[config.mk]
export PLATFORM = sky130hd
export DESIGN_NAME = rf_alu_sequencer
export DESIGN_NICKNAME = d
export VERILOG_FILES = /design/src/rtl/rf_alu_sequencer.sv
export SDC_FILE = /design/constraint.sdc
export NUM_CORES = 1
export LEC_CHECK = 0
export BUFFER_PORTS_ARGS = -buffer_cell sky130_fd_sc_hd__buf_4
export CAP_MARGIN = 20
export CORE_UTILIZATION = 23
export CTS_CLUSTER_SIZE = 8
export DETAILED_ROUTE_END_ITERATION = 10
export GPL_TIMING_DRIVEN = 0
export PLACE_DENSITY = 0.49
export SLEW_MARGIN = 20
export SYNTH_ARGS = -nofsm -noshare
export SYNTH_HDL_FRONTEND = slang
export SYNTH_SLANG_ARGS = --single-unit
[constraint.sdc]
create_clock -name CLK -period 10.8 [get_ports CLK]
set_clock_uncertainty 0.2 [all_clocks]
set_input_delay 2.16 -clock CLK [delete_from_list [all_inputs] [get_ports CLK]]
set_output_delay 2.16 -clock CLK [all_outputs]
set_load 0.01 [all_outputs]
[src/rtl/rf_alu_sequencer.sv]
// rf_alu_sequencer: clears the register file after reset, then runs one
// instruction at a time through the shared register-file / ALU datapath.
`default_nettype none

module rf_alu_sequencer #(
  parameter int NREG    = 32,
  parameter int INIT_EN = 1
) (
  input  logic        CLK,
  input  logic        RST,
  input  logic        instr_valid,
  output logic        instr_ready,
  input  logic [2:0]  instr_op,
  input  logic [4:0]  instr_rd,
  input  logic [4:0]  instr_rs1,
  input  logic [4:0]  instr_rs2,
  input  logic [31:0] instr_imm,
  output logic [4:0]  A1,
  output logic [4:0]  A2,
  output logic [4:0]  A3,
  output logic [31:0] WD3,
  output logic        WE3,
  output logic [1:0]  opcode,
  input  logic [31:0] ALU_result,
  output logic [31:0] result,
  output logic        done,
  output logic        err,
  output logic        init_done
);

  typedef enum logic [2:0] {
    S_INIT = 3'd0,
    S_IDLE = 3'd1,
    S_EXEC = 3'd2,
    S_WB   = 3'd3,
    S_ERR  = 3'd4
  } state_t;

  localparam state_t     RST_STATE = (INIT_EN != 0) ? S_INIT : S_IDLE;
  localparam logic [4:0] LAST_REG  = 5'(NREG - 1);
  localparam logic [2:0] OP_LI     = 3'd4;

  state_t      state, state_nxt;
  logic [4:0]  cnt;
  logic [2:0]  op_q;
  logic [4:0]  rd_q, rs1_q, rs2_q;
  logic [31:0] imm_q, hold_q, result_q;
  logic        init_done_q;

  // Address/data/opcode outputs keep their last driven value between uses.
  logic [4:0]  a1_q, a2_q, a3_q, a1_d, a2_d, a3_d;
  logic [31:0] wd3_q, wd3_d;
  logic [1:0]  opc_q, opc_d;
  logic        we, dn, er, rdy;
  logic        accept;

  assign accept = (state == S_IDLE) && instr_valid;

  always_comb begin
    state_nxt = state;
    a1_d      = a1_q;
    a2_d      = a2_q;
    a3_d      = a3_q;
    wd3_d     = wd3_q;
    opc_d     = opc_q;
    we        = 1'b0;
    dn        = 1'b0;
    er        = 1'b0;
    rdy       = 1'b0;
    case (state)
      S_INIT: begin
        we    = 1'b1;
        a3_d  = cnt;
        wd3_d = '0;
        if (cnt == LAST_REG) state_nxt = S_IDLE;
      end
      S_IDLE: begin
        rdy = 1'b1;
        if (instr_valid) begin
          if (instr_op <= 3'd3)      state_nxt = S_EXEC;
          else if (instr_op == OP_LI) state_nxt = S_WB;
          else                        state_nxt = S_ERR;
        end
      end
      S_EXEC: begin
        a1_d      = rs1_q;
        a2_d      = rs2_q;
        opc_d     = op_q[1:0];
        state_nxt = S_WB;
      end
      S_WB: begin
        we        = 1'b1;
        dn        = 1'b1;
        a3_d      = rd_q;
        wd3_d     = (op_q == OP_LI) ? imm_q : hold_q;
        state_nxt = S_IDLE;
      end
      S_ERR: begin
        er        = 1'b1;
        state_nxt = S_IDLE;
      end
      default: state_nxt = RST_STATE;
    endcase
  end

  // Reset forces every output low at once, not just at the next edge.
  assign instr_ready = rdy & ~RST;
  assign WE3         = we  & ~RST;
  assign done        = dn  & ~RST;
  assign err         = er  & ~RST;
  assign A1          = RST ? 5'd0  : a1_d;
  assign A2          = RST ? 5'd0  : a2_d;
  assign A3          = RST ? 5'd0  : a3_d;
  assign WD3         = RST ? 32'd0 : wd3_d;
  assign opcode      = RST ? 2'd0  : opc_d;
  assign result      = result_q;
  assign init_done   = init_done_q;

  always_ff @(posedge CLK or posedge RST) begin
    if (RST) begin
      state       <= RST_STATE;
      cnt         <= '0;
      op_q        <= '0;
      rd_q        <= '0;
      rs1_q       <= '0;
      rs2_q       <= '0;
      imm_q       <= '0;
      hold_q      <= '0;
      result_q    <= '0;
      init_done_q <= 1'b0;
      a1_q        <= '0;
      a2_q        <= '0;
      a3_q        <= '0;
      wd3_q       <= '0;
      opc_q       <= '0;
    end else begin
      state <= state_nxt;
      a1_q  <= a1_d;
      a2_q  <= a2_d;
      a3_q  <= a3_d;
      wd3_q <= wd3_d;
      opc_q <= opc_d;
      if (state == S_INIT) begin
        cnt <= cnt + 5'd1;
        if (cnt == LAST_REG) init_done_q <= 1'b1;
      end
      if (accept) begin
        op_q  <= instr_op;
        rd_q  <= instr_rd;
        rs1_q <= instr_rs1;
        rs2_q <= instr_rs2;
        imm_q <= instr_imm;
      end
      if (state == S_EXEC) hold_q   <= ALU_result;
      if (state == S_WB)   result_q <= wd3_d;
    end
  end

endmodule

`default_nettype wire

==> flow_summary_export.csv, run 1 <==
group,metric,value,unit
status,status,"finished, final reports clean",
cells_and_area,fin_area,10510,um^2
routing,drc,0,
cells_and_area,final_net_count,953,
setup_path,crit_type,"in -> out",
place,post_dp_cell_area,9942,um^2
routing,vias_per_cell,4.773,
hold_path,hold_start,"result[18]",
logic_synthesis,synthTopCellsByArea,"dfrtp_1, mux2_2, mux2_4, o21ai_0, nand4_1",
routing,wl_per_cell,21.08,um
sta,finalHoldViolations,0,
logic_synthesis,synth_top_cell_area_share,53.81,%
cells_and_area,synthToLayoutAreaGrowth,31.35,%
cells_and_area,fillers,3564,
cells_and_area,register_area,4304,um^2
cells_and_area,layout-drive-gt1-share,36.75,%
logic_synthesis,ys.flop_type,"dfrtp_1",
sta,hold_ws,0.2839,ns
routing,routed_wl,27970,um
setup_path,start_kind,"primary input",
pwr,powerDensity,298.6,nW/um^2
cells_and_area,multiInputGateArea,3299,um^2
sta,setup_viol,0,
setup_path,cp_max_fo,10,
hold_path,min_path_type,"reg -> reg",
die,die_area,35530,um^2
setup_path,r2r_start,"state[0]",
sta,setup_ws,4.533,ns
logic_synthesis,avgSynthCellArea,11.89,um^2
cts,cts.path.max_buffers,2,
die,die_w,188.5,um
sta,maxSlewViolCount,0,
pwr,power.leakage,0.004635,uW
die,io_pins,171,
routing,drt_iter0_markers,612,
setup_path,cp.required,8.44,ns
global_routing,grt_max_degree,54,
logic_synthesis,synthCells,673,
logic_synthesis,synth_cell_types,42,
sta,relSlewSlack,45.10,%
place,portBuffers,170,
routing,drt-pass1-iter-count,5,
sta,min_period,6.267,ns
logic_synthesis,async_flop_share,100.0,%
cts,cts_buffers,17,
place,dp_hpwl,19900,um
place,pre_cts_ws,4.617,ns
setup_path,crit_arrival,3.91,ns
setup_path,reg2reg_slack,8.69,ns
cts,cts_tree,"yes",
logic_synthesis,syn-num-nets,760,
cts,cts_resized,0,
logic_synthesis,yosysMostFrequentCell,"dfrtp_1",
cts,clock-root-buffer,"clkbuf_16",
cts,clock_latency,0.43,ns
pwr,irDropWorstVdd,0.1394,mV
logic_synthesis,synth_seq_area_share,53.81,%
global_routing,grt-ovfl-total,0,
global_routing,gr-usage-all-layers,16.09,%
sta,max_freq,0.1596,GHz
sta,setup_tns,0,ns
run,drv_cap,0,
logic_synthesis,synth_edf_count,0,
routing,via_count,6334,
cells_and_area,final_core_util,31.02,%
die,fp-row-count,67,
global_routing,antenna_found_initial,0,
cts,cts.sinks,172,
logic_synthesis,ys_ff_latch,172,
cells_and_area,n_antenna_cell,0,
logic_synthesis,yosys_warnings,0,
global_routing,grt_pass1_wl,42610,um
global_routing,grt_pass1_vias,6618,
logic_synthesis,synth_top_cell_by_area,"dfrtp_1",
routing,drtAntennaViolNets,0,
logic_synthesis,syn_area,7999,um^2
cts,htree_levels,4,
cts,cts_setup_buffers,0,
cts,path_clk_slew,0.07,ns
setup_path,startpoint,"RST",
logic_synthesis,yosys-top-cells-count,"dfrtp_1, o21ai_0, nand4_1, mux2_2, nand2_1",
die,coreArea,33870,um^2
sta,worstMarginPinSlew,0.8236,ns
die,initial_utilization,23.62,%
setup_path,end_kind,"output pin",
sta,min_period_over_period,58.03,%
cts,ctsHoldBuffers,0,
die,die_y,188.5,um
sta,rsz0062_at_grt,"no",
place,place_congestion,0.7651,
## final timing paths
check                                   to  cells after the start
worst min-delay path            result[18]                      2
worst max register to register   wd3_q[18]                      5
min in group asynchronous          rd_q[0]                      3
max in group asynchronous       result[28]                      6
worst max-delay path               WD3[10]                      5
worst min register to register  result[18]                      2
## stage by stage
stage	instances	power [uW]
detailed placement	1295	2548
global route	1327	3342
CTS	1327	3170
floorplan	673	1980
global placement	1291	2526
finish	1327	3137
## logic make-up (layout without fill, tap and decap cells)
kind of cell / after synthesis / in the layout / synth area share [%]
adder cells (fa/ha/maj): 2 / 2 / 0.3128
flip-flops: 172 / 172 / 53.81
AO/OA/AOI/OAI: 154 / 154 / 11.04
AND/OR/NAND/NOR: 147 / 147 / 10.29
multiplexers: 128 / 128 / 19.16
buffers and inverters: 66 / 272 / 4.943
XOR/XNOR: 4 / 4 / 0.4381
## state kept, by name, summed over array words and instances, names as in the netlist
register,flops
imm_q,32
a3_q,5
opc_q,2
hold_q,32
wd3_q,32
op_q,3
a1_q,5
cnt,5
rd_q,5
rs1_q,5
state,3
a2_q,5
init_done,1
rs2_q,5
result,32
## layout by cell type (no fill, tap or decap), types with 9 or more instances in the layout
master	netlist	final
buf_4	5	175
dfrtp_1	172	172
o21ai_0	102	102
nand4_1	65	65
mux2_2	49	49
nand2_1	38	38
mux2_4	35	35
mux2i_1	32	32
a31oi_1	32	32
clkbuf_1	26	26
clkbuf_16	0	17
buf_2	15	15
mux2_1	12	12
and2_1	12	12
nor2_1	9	9
## final cells by class
type,instances,share of cell area [%]
Buffer,64,3.728
Clock buffer,18,4.085
Clock inverter,14,1.286
Inverter,2,0.07145
Multi-Input combinational cell,435,31.40
Sequential cell,172,40.97
Tap cell,448,5.335
Timing Repair Buffer,174,13.12
## power breakdown
part,switching (uW),internal [uW],total (uW)
Combinational,743,640,1380
Clock,285,322,608
Sequential,199,947,1150
Total,1230,1910,3140
## critical path, stage by stage
cell and delay (ns):
buf_4 0.09, clkbuf_1 0.62, clkbuf_1 0.60, a31oi_1 0.22, buf_4 0.21
## metal layers
| layer | track usage (%) | vias up | share of wire, % |
|---|---|---|---|
| met4 | 5.242 | 0 | 2.3 |
| met3 | 3.911 | 31 | 6.3 |
| met5 | 0 | - | 0 |
| met1 | 21.54 | 3203 | 45 |
| li1 | - | 2884 | - |
| met2 | 25.38 | 216 | 47 |
Power figures use the tool's default switching activity.
==> run 2, diff against run 1 <==
==> constraint.sdc (replaced) <==
create_clock -name CLK -period 6.4 [get_ports CLK]
set_clock_uncertainty 0.2 [all_clocks]
set_input_delay 1.28 -clock CLK [delete_from_list [all_inputs] [get_ports CLK]]
set_output_delay 1.28 -clock CLK [all_outputs]
set_load 0.01 [all_outputs]
==> flow_summary_export.csv, run 2 (same netlist as run 1, synthesis figures left out) <==
group,metric,value,unit
hold_path,min_path_type,"reg -> reg",
routing,wl_per_cell,21.10,um
sta,min_period_over_period,68.85,%
cells_and_area,final_cell_mix,"buf_4, dfrtp_1, o21ai_0",
global_routing,grt_max_degree,76,
cts,path_clk_slew,0.07,ns
cts,cts_resized,0,
cells_and_area,layout_commonest_cell,"buf_4",
hold_path,hold_start,"result[14]",
status,status,"finished, final reports clean",
place,place_congestion,0.7532,
run,drv_cap,0,
die,die_w,188.5,um
sta,rsz0062_at_grt,"no",
place,place_inst,1293,
pwr,powerDensity,510.5,nW/um^2
setup_path,start_kind,"primary input",
setup_path,crit_arrival,2.93,ns
setup_path,cp_max_fo,10,
cells_and_area,n_antenna_cell,0,
setup_path,r2r_start,"state[1]",
sta,worstMarginPinSlew,0.8428,ns
sta,max_freq,0.2270,GHz
global_routing,grt_pass1_vias,6507,
sta,relSlewSlack,42.36,%
cts,cts_setup_buffers,0,
hold_path,hold-path-cell-count,2,
pwr,power.leakage,0.004653,uW
cts,cts.sinks,172,
place,portBuffers,170,
cts,htree_levels,4,
cells_and_area,fillers,3531,
global_routing,grt-ovfl-total,0,
sta,min_period,4.406,ns
routing,drc,0,
die,die_y,188.5,um
cells_and_area,final_core_util,31.04,%
sta,maxSlewViolCount,0,
pwr,irDropWorstVdd,0.3082,mV
routing,drt_iter0_markers,469,
place,dp_hpwl,19910,um
sta,setup_tns,0,ns
cts,clock-root-buffer,"clkbuf_16",
cts,cts_buffers,17,
die,io_pins,171,
cells_and_area,synthToLayoutAreaGrowth,31.41,%
cts,cts.path.max_buffers,2,
die,initial_utilization,23.62,%
hold_path,worstHoldEndpoint,"result[14]",
global_routing,gr-usage-all-layers,16.06,%
routing,drtAntennaViolNets,0,
cells_and_area,final_net_count,951,
cells_and_area,final_cell_count_no_fill,1325,
die,coreArea,33870,um^2
sta,setup_viol,0,
routing,vias_per_cell,4.768,
setup_path,end_kind,"output pin",
die,die_area,35530,um^2
setup_path,reg2reg_slack,4.28,ns
routing,drt-pass1-iter-count,6,
routing,routed_wl,27960,um
setup_path,reg2reg_to,"result[10]",
setup_path,crit_type,"in -> out",
die,fp-row-count,67,
cts,ctsHoldBuffers,0,
cts,cts_tree,"yes",
routing,via_count,6317,
setup_path,cp.required,4.92,ns
global_routing,antenna_found_initial,0,
setup_path,rr_worst_depth,6,
sta,finalHoldViolations,0,
global_routing,grt_pass1_wl,42060,um
cells_and_area,layout-drive-gt1-share,36.60,%
cts,clock_latency,0.44,ns
run 2: worst max-delay path, stage by stage:
cell      delay, ns
buf_4          0.10
clkbuf_1       0.56
clkbuf_1       0.57
a31oi_1        0.21
buf_4          0.21
run 2: area by class of cell:
type                            instances  area, um^2  area share [%]
Clock inverter                         14       181.4           1.726
Sequential cell                       172        4304           40.95
Clock buffer                           18       429.2           4.083
Timing Repair Buffer                  172        1331           12.67
Buffer                                 64       397.9           3.785
Multi-Input combinational cell        435        3299           31.39
Inverter                                2       7.507         0.07142
Tap cell                              448       560.5           5.333
run 2: per-stage QoR:
stage / total power, uW / worst slack (ns) / hold WS, ns / cell area (um^2)
finish: 5366 / 1.994 / 0.2840 / 10510
global placement: 4261 / -0.8783 / 0.2636 / 9837
CTS: 5426 / 1.994 / 0.2905 / 10510
global route: 5710 / 1.896 / 0.3031 / 10510
floorplan: 3341 / 0.6973 / 0.2522 / 8000
detailed placement: 4300 / 1.992 / 0.2751 / 9901
run 2: how the worst max path moves through the flow:
stage | startpoint | to
final | RST | WD3[10]
after global routing | RST | WD3[10]
after CTS | RST | WD3[16]
after detailed placement | RST | WD3[16]
after global placement | RST | opcode[0]
after floorplan | RST | A1[0]
run 2: power by group:
part           leakage [uW]  internal [uW]  switching, uW
clock              0.000302            624            473
combinational       0.00222           1080           1260
sequential          0.00213           1600            335
total               0.00465           3300           2070
run 2: metal layers:
metal | global-route usage (%) | vias up | part of all wire (%)
li1 | - | 2873 | -
met1 | 21.99 | 3206 | 46
met2 | 25.10 | 217 | 46
met3 | 3.967 | 21 | 6.1
met4 | 4.280 | 0 | 1.3
met5 | 0 | - | 0
